**config.mk**
```make
export PLATFORM = sky130hd
export DESIGN_NAME = otter_cu_fsm
export DESIGN_NICKNAME = d
export VERILOG_FILES = /design/src/rtl/otter_cu_fsm.sv
export SDC_FILE = /design/constraint.sdc
export NUM_CORES = 1
export LEC_CHECK = 0
export ABC_AREA = 1
export CORE_UTILIZATION = 30
export DETAILED_ROUTE_END_ITERATION = 8
export PLACE_DENSITY = 0.67
export SKIP_CTS_REPAIR_TIMING = 1
export SYNTH_ARGS = -nofsm -noshare
export SYNTH_HDL_FRONTEND = slang
export SYNTH_SLANG_ARGS = --single-unit
```
**constraint.sdc**
```tcl
create_clock -name CLK -period 1.75 [get_ports CLK]
set_input_delay 0.525 -clock CLK [delete_from_list [all_inputs] [get_ports CLK]]
set_output_delay 0.525 -clock CLK [all_outputs]
set_load 0.03 [all_outputs]
```
**src/rtl/otter_cu_fsm.sv**
```systemverilog
// OTTER multicycle control unit: FETCH / EXEC / WB / INTR sequencer with
// a latched interrupt request and combinational (Mealy) control outputs.
module otter_cu_fsm (
  input  logic       CLK,
  input  logic       RST,
  input  logic       CU_INTR,
  input  logic       CU_MIE,
  input  logic [6:0] CU_OPCODE,
  input  logic [2:0] CU_FUNC3,
  input  logic       CU_BR_EQ,
  input  logic       CU_BR_LT,
  input  logic       CU_BR_LTU,
  output logic       CU_PCWRITE,
  output logic       CU_REGWRITE,
  output logic       CU_MEMRDEN1,
  output logic       CU_MEMRDEN2,
  output logic       CU_MEMWE2,
  output logic       CU_CSR_WE,
  output logic       CU_INT_TAKEN,
  output logic [2:0] CU_PCSOURCE,
  output logic [1:0] CU_STATE
);

  localparam logic [1:0] ST_FETCH = 2'd0;
  localparam logic [1:0] ST_EXEC  = 2'd1;
  localparam logic [1:0] ST_WB    = 2'd2;
  localparam logic [1:0] ST_INTR  = 2'd3;

  localparam logic [6:0] OP_LOAD   = 7'b0000011;
  localparam logic [6:0] OP_STORE  = 7'b0100011;
  localparam logic [6:0] OP_BRANCH = 7'b1100011;
  localparam logic [6:0] OP_JAL    = 7'b1101111;
  localparam logic [6:0] OP_JALR   = 7'b1100111;
  localparam logic [6:0] OP_LUI    = 7'b0110111;
  localparam logic [6:0] OP_AUIPC  = 7'b0010111;
  localparam logic [6:0] OP_IMM    = 7'b0010011;
  localparam logic [6:0] OP_OP     = 7'b0110011;
  localparam logic [6:0] OP_SYSTEM = 7'b1110011;

  localparam logic [2:0] PC_PLUS4  = 3'd0;
  localparam logic [2:0] PC_JALR   = 3'd1;
  localparam logic [2:0] PC_BRANCH = 3'd2;
  localparam logic [2:0] PC_JAL    = 3'd3;
  localparam logic [2:0] PC_MTVEC  = 3'd4;
  localparam logic [2:0] PC_MEPC   = 3'd5;

  logic [1:0] state_reg;
  logic [1:0] state_next;
  logic       intr_pend_reg;
  logic       intr_pend_next;
  logic       intr_go;
  logic       branch_taken;

  logic       pcwrite;
  logic       regwrite;
  logic       memrden1;
  logic       memrden2;
  logic       memwe2;
  logic       csr_we;
  logic       int_taken;
  logic [2:0] pcsource;

  assign intr_go = intr_pend_reg & CU_MIE;

  always_comb begin
    branch_taken = 1'b0;
    case (CU_FUNC3)
      3'b000:  branch_taken = CU_BR_EQ;
      3'b001:  branch_taken = ~CU_BR_EQ;
      3'b100:  branch_taken = CU_BR_LT;
      3'b101:  branch_taken = ~CU_BR_LT;
      3'b110:  branch_taken = CU_BR_LTU;
      3'b111:  branch_taken = ~CU_BR_LTU;
      default: branch_taken = 1'b0;
    endcase
  end

  always_comb begin
    state_next = ST_FETCH;
    pcwrite    = 1'b0;
    regwrite   = 1'b0;
    memrden1   = 1'b0;
    memrden2   = 1'b0;
    memwe2     = 1'b0;
    csr_we     = 1'b0;
    int_taken  = 1'b0;
    pcsource   = PC_PLUS4;
    case (state_reg)
      ST_FETCH: begin
        memrden1   = 1'b1;
        state_next = ST_EXEC;
      end
      ST_EXEC: begin
        // Every opcode except LOAD retires here and is an instruction boundary
        pcwrite    = 1'b1;
        state_next = intr_go ? ST_INTR : ST_FETCH;
        case (CU_OPCODE)
          OP_LOAD: begin
            pcwrite    = 1'b0;
            memrden2   = 1'b1;
            state_next = ST_WB;
          end
          OP_STORE:  memwe2 = 1'b1;
          OP_BRANCH: pcsource = branch_taken ? PC_BRANCH : PC_PLUS4;
          OP_JAL: begin
            regwrite = 1'b1;
            pcsource = PC_JAL;
          end
          OP_JALR: begin
            regwrite = 1'b1;
            pcsource = PC_JALR;
          end
          OP_LUI, OP_AUIPC, OP_IMM, OP_OP: regwrite = 1'b1;
          OP_SYSTEM: begin
            if (CU_FUNC3 == 3'b000) begin
              pcsource = PC_MEPC;
            end else begin
              csr_we   = 1'b1;
              regwrite = 1'b1;
            end
          end
          default: ;
        endcase
      end
      ST_WB: begin
        regwrite   = 1'b1;
        pcwrite    = 1'b1;
        state_next = intr_go ? ST_INTR : ST_FETCH;
      end
      default: begin
        int_taken  = 1'b1;
        pcwrite    = 1'b1;
        pcsource   = PC_MTVEC;
        state_next = ST_FETCH;
      end
    endcase
  end

  // Leaving INTR consumes the request even if CU_INTR is still high
  assign intr_pend_next = (state_reg == ST_INTR) ? 1'b0 : (intr_pend_reg | CU_INTR);

  always_ff @(posedge CLK) begin
    if (RST) begin
      state_reg     <= ST_FETCH;
      intr_pend_reg <= 1'b0;
    end else begin
      state_reg     <= state_next;
      intr_pend_reg <= intr_pend_next;
    end
  end

  // Reset masks every enable so an interrupted instruction commits nothing
  assign CU_PCWRITE   = pcwrite   & ~RST;
  assign CU_REGWRITE  = regwrite  & ~RST;
  assign CU_MEMRDEN1  = memrden1  & ~RST;
  assign CU_MEMRDEN2  = memrden2  & ~RST;
  assign CU_MEMWE2    = memwe2    & ~RST;
  assign CU_CSR_WE    = csr_we    & ~RST;
  assign CU_INT_TAKEN = int_taken & ~RST;
  assign CU_PCSOURCE  = RST ? PC_PLUS4 : pcsource;
  assign CU_STATE     = state_reg;

endmodule

```
* Word level (Yosys, flattened, before mapping)
Cells that the tools add are included.
** Operators by class
- Equal/unequal tests :: 18
- Multiplexer cells :: 22
- Bitwise logic cells :: 13
- Reduce and logical (&&, ||, !) cells :: 6
** Operator list (number)
- $eq A7 B7 Y1 const B :: 4
- $eq A7 B6 Y1 const B :: 3
- $eq A7 B5 Y1 const B :: 2
- $eq A3 B3 Y1 const B :: 4
- $pmux W3 S4 :: 1
- $mux W1 :: 10
- $and A1 B1 Y1 :: 8
- $eq A7 B2 Y1 const B :: 1
- $mux W2 :: 3
- $mux W3 :: 2
- $pmux W1 S2 :: 3
- $pmux W1 S6 :: 1
- $pmux W2 S3 :: 1
- $pmux W3 S2 :: 1
- $reduce_or A6 Y1 :: 1
- $eq A2 B2 Y1 const B :: 2
- $not A1 Y1 :: 4
- $reduce_or A2 Y1 :: 2
- $eq A3 B1 Y1 const B :: 1
- $logic_not A3 Y1 :: 1
- $reduce_or A3 Y1 :: 1
- $eq A2 B1 Y1 const B :: 1
- $logic_not A2 Y1 :: 1
- $or A1 B1 Y1 :: 1
** Storage, ports and cells
- Flip-flop bits (word level) :: 3
- Bits of input ports :: 17
- Word-level logic and storage cells :: 61

* Logic depth before layout (Yosys ltp)
- Word-level depth :: 6
- Gate-level depth with buffers :: 8
- Gate-level depth less buffers :: 8

* Worst setup path after synthesis
Ideal clock, no wire load.
- Path kind :: register to output
- From :: register state_reg[1] (netlist: CU_STATE[1])
- To :: output CU_PCSOURCE[2]
- Arrival :: 1.813 ns
- Path slack :: -0.588 ns
- Cell stages (with the launch flop) :: 5
- Buffers on the path :: 1
- Cells stage by stage :: dfxtp_1 -> inv_1 -> ha_1 -> buf_2 -> o32ai_1
** Between the ends
- Longest elaborated chain between the ends :: 4
- Elaborated cells between the ends (all ways) :: 6
- Those cells by class :: eq/ne (2); mux (2); reduce/logical (2)
** Ends and longest elaborated chain
- start: declaration :: line 47 : logic [1:0] state_reg;
- start signal: assignment :: line 147 : state_reg <= state_next;
- $eq A2 B2 Y1 / $logic_not A2 Y1 (equally long branches) :: line 88 : case (state_reg)
- $reduce_or A2 Y1 (no line)
- $pmux W3 S2 (*) :: line 88
- $mux W3 (*) :: line 160 : assign CU_PCSOURCE = RST ? PC_PLUS4 : pcsource;
- end: declaration :: line 20 : output logic [2:0] CU_PCSOURCE,
Mark *: on every way between the ends. The rest lies on a longest branch, timed or not.

* Worst setup path in the final report
- From :: register state_reg[0] (netlist: CU_STATE[0])
- To :: output CU_PCSOURCE[0]
Same word-level chain as after synthesis.

==> reports/metrics.yaml <==
power:
  switching_share: 0.411
  power_uw: 477
  switchingPower_uw: 196
  p_comb_frac: 0.558
  leakagePower_nw: 0.624
  p_per_area_mw_per_mm2: 374
  ir_drop_uv: 345
  p_int_uw: 281
  clockPowerShare: 0.280
  power.share.sequential: 0.162
synth:
  ys_seq_area_frac: 0.127
  ys_ff_latch: 3
  synth.avg_cell_area_sq_um: 5.77
  syn-num-nets: 104
  synth_largest_area_cell: "ha_1"
  synth_area_leaders: "ha_1, dfxtp_1, inv_1, nand2_1, nor2_1"
  synth.distinct_cells: 22
  netlist_instances: 82
  netlist_area_sq_um: 473
  synth_top_area_share: 0.132
  ys_warn_count: 0
sta:
  slew_headroom: 0.784
  rsz0062_at_grt: "true"
  worst_pin_slew_ns: 0.324
  maxSlewViolCount: 0
  clock.fmax_mhz: 496
  setup_viol: 9
  post-route-period-util: 1.15
  fin_skew_ns: 0.00441
  hold_viol: 0
  setup_ws_ns: -0.267
  period_minus_slack_ns: 2.02
clock_tree:
  cts-root-buf: "clkbuf_4"
  clock_latency_ns: 0.24
  htreeDepth: 1
  cts.sinks: 3
  cts_tree: "yes"
  cts_buffers: 3
  clk_pin_slew_worst_paths_ns: 0.04
  clockBufferDepth: 2
global_route:
  gr-usage-met2: 0.319
  grt_pass1_vias: 680
  grt_usage: 0.185
  use_met3: 0.0478
  grt_overflow: 0
  grt_max_degree: 8
  grt.busiest_layer: "met2"
  grt_pass1_wl_mm: 2.56
  antenna_found_initial: 0
  grt_use_met1: 0.230
finish:
  multi_input_area_sq_um: 621
  layout_common_cells: "buf_4, buf_6, nor2_4, inv_2, nand2_2"
  drive_gt1_frac: 0.763
  final_area_sq_mm: 0.00127
  fin_nets: 158
  syn_to_final_growth_pct: 170
  fillers: 55
  finish.utilization: 0.922
  final_common_cell: "buf_4"
  num_antenna_cells: 0
  largest_reg_flops: 2
  regArea_sq_um: 67.6
worst_hold_path:
  hold_path_end: "intr_pend_reg$_SDFF_PP0_"
  min_path_type: "reg2reg"
  worstHoldPathCells: 2
  hp-start: "intr_pend_reg$_SDFF_PP0_"
placement:
  preCtsSetupSlack_ns: -0.636
  port_buffers: 28
  dpl.hpwl_mm: 1.28
  place.gp.congestion: 0.802
  placed_area_sq_um: 971
worst_setup_path:
  r2r-end: "CU_STATE[1]$_SDFF_PP0_"
  r2r_cells: 6
  cp.arrival_ns: 1.49
  worst_setup_path_end_kind: "output pin"
  crit_required_ns: 1.22
  critPathKind: "reg2out"
  crit_fanout: 3
  r2r-start: "CU_STATE[0]$_SDFF_PP0_"
  rrSetupSlack_ns: 0.45
  cp-start-kind: "flop"
floorplanning:
  start_util: 0.342
  die_h_microns: 41.7
  rows: 13
  design.core.area_sq_mm: 0.00138
  io_pins: 29
  die-area_sq_mm: 0.00174
  die_width_microns: 41.7
run:
  maxCapViolations: 0
route:
  drt-initial-drc-count: 10
  antenna_left: 0
  vias_per_cell: 5.22
  drt-pass1-iter-count: 4
  wirelength_mm: 2.65
  wl_per_cell_microns: 17.7
  drc: 0
  vias: 783
status:
  violations: "negative setup slack"
  status: "finished with violations"
worst max path at each step:
| stage | start | end | slack [ns] | cells past startpoint |
|---|---|---|---|---|
| CTS | CU_FUNC3[0] | CU_PCSOURCE[0] | -0.64 | 5 |
| global route | CU_STATE[0]$_SDFF_PP0_ | CU_PCSOURCE[0] | -0.31 | 6 |
| floorplan | CU_FUNC3[1] | CU_PCSOURCE[0] | -0.009 | 3 |
| global placement | CU_FUNC3[0] | CU_PCSOURCE[0] | -0.62 | 5 |
| finish | CU_STATE[0]$_SDFF_PP0_ | CU_PCSOURCE[0] | -0.27 | 6 |
| detailed placement | CU_FUNC3[0] | CU_PCSOURCE[0] | -0.64 | 5 |
metrics by stage:
step	hold WS, ns	std cells	setup TNS (ns)
after detailed placement	0.480	142	-4.85
after floorplan	0.452	82	-0.0173
after CTS	0.492	146	-5.08
final	0.520	150	-1.44
after global placement	0.470	142	-4.68
after global routing	0.561	150	-1.76
final cells by class:
cell class,count,share of cell area
Inverter,16,0.0608
Clock buffer,4,0.0206
Timing Repair Buffer,50,0.364
Sequential cell,3,0.0530
Tap cell,15,0.0147
Multi-Input combinational cell,62,0.487
cell families after synthesis:
kind of cell    synth area share
simple gates               0.471
buf+inv                    0.138
flops                      0.127
compound gates             0.132
fa+ha+maj                  0.132
power by group through the flow:
stage	Clock (mW)	Combinational (mW)	Sequential (mW)
final	0.134	0.266	0.0772
after global routing	0.141	0.279	0.0777
after CTS	0.128	0.194	0.0759
after detailed placement	0	0.194	0.0768
after global placement	0	0.190	0.0768
after floorplan	0	0.0863	0.0824
worst max-delay path, cell delays in order, from the launching register on:
cell and delay, ns:
dfxtp_4 0.35, buf_4 0.14, ha_1 0.21, nor2_2 0.18, nand2_2 0.09, a21oi_4 0.13, buf_6 0.15
synthesized netlist by cell type:
library cell	n
a21oi_1	4
a21oi_2	1
buf_2	1
dfxtp_1	3
ha_1	5
inv_1	14
inv_2	2
nand2_1	14
nand2_2	2
nand3_1	10
nand4_1	1
nor2_1	14
nor2_2	2
nor3_1	1
nor3_2	1
nor4b_2	1
o211ai_1	1
o21ai_0	1
o21ai_1	1
o21bai_1	1
o32ai_1	1
or2_1	1
layer usage:
| metal | share of wire | vias to the layer above |
|---|---|---|
| li1 | - | 367 |
| met1 | 0.39 | 372 |
| met2 | 0.55 | 33 |
| met3 | 0.037 | 11 |
| met4 | 0.029 | 0 |
| met5 | 0 | - |
(Power assumes the default switching activity.)
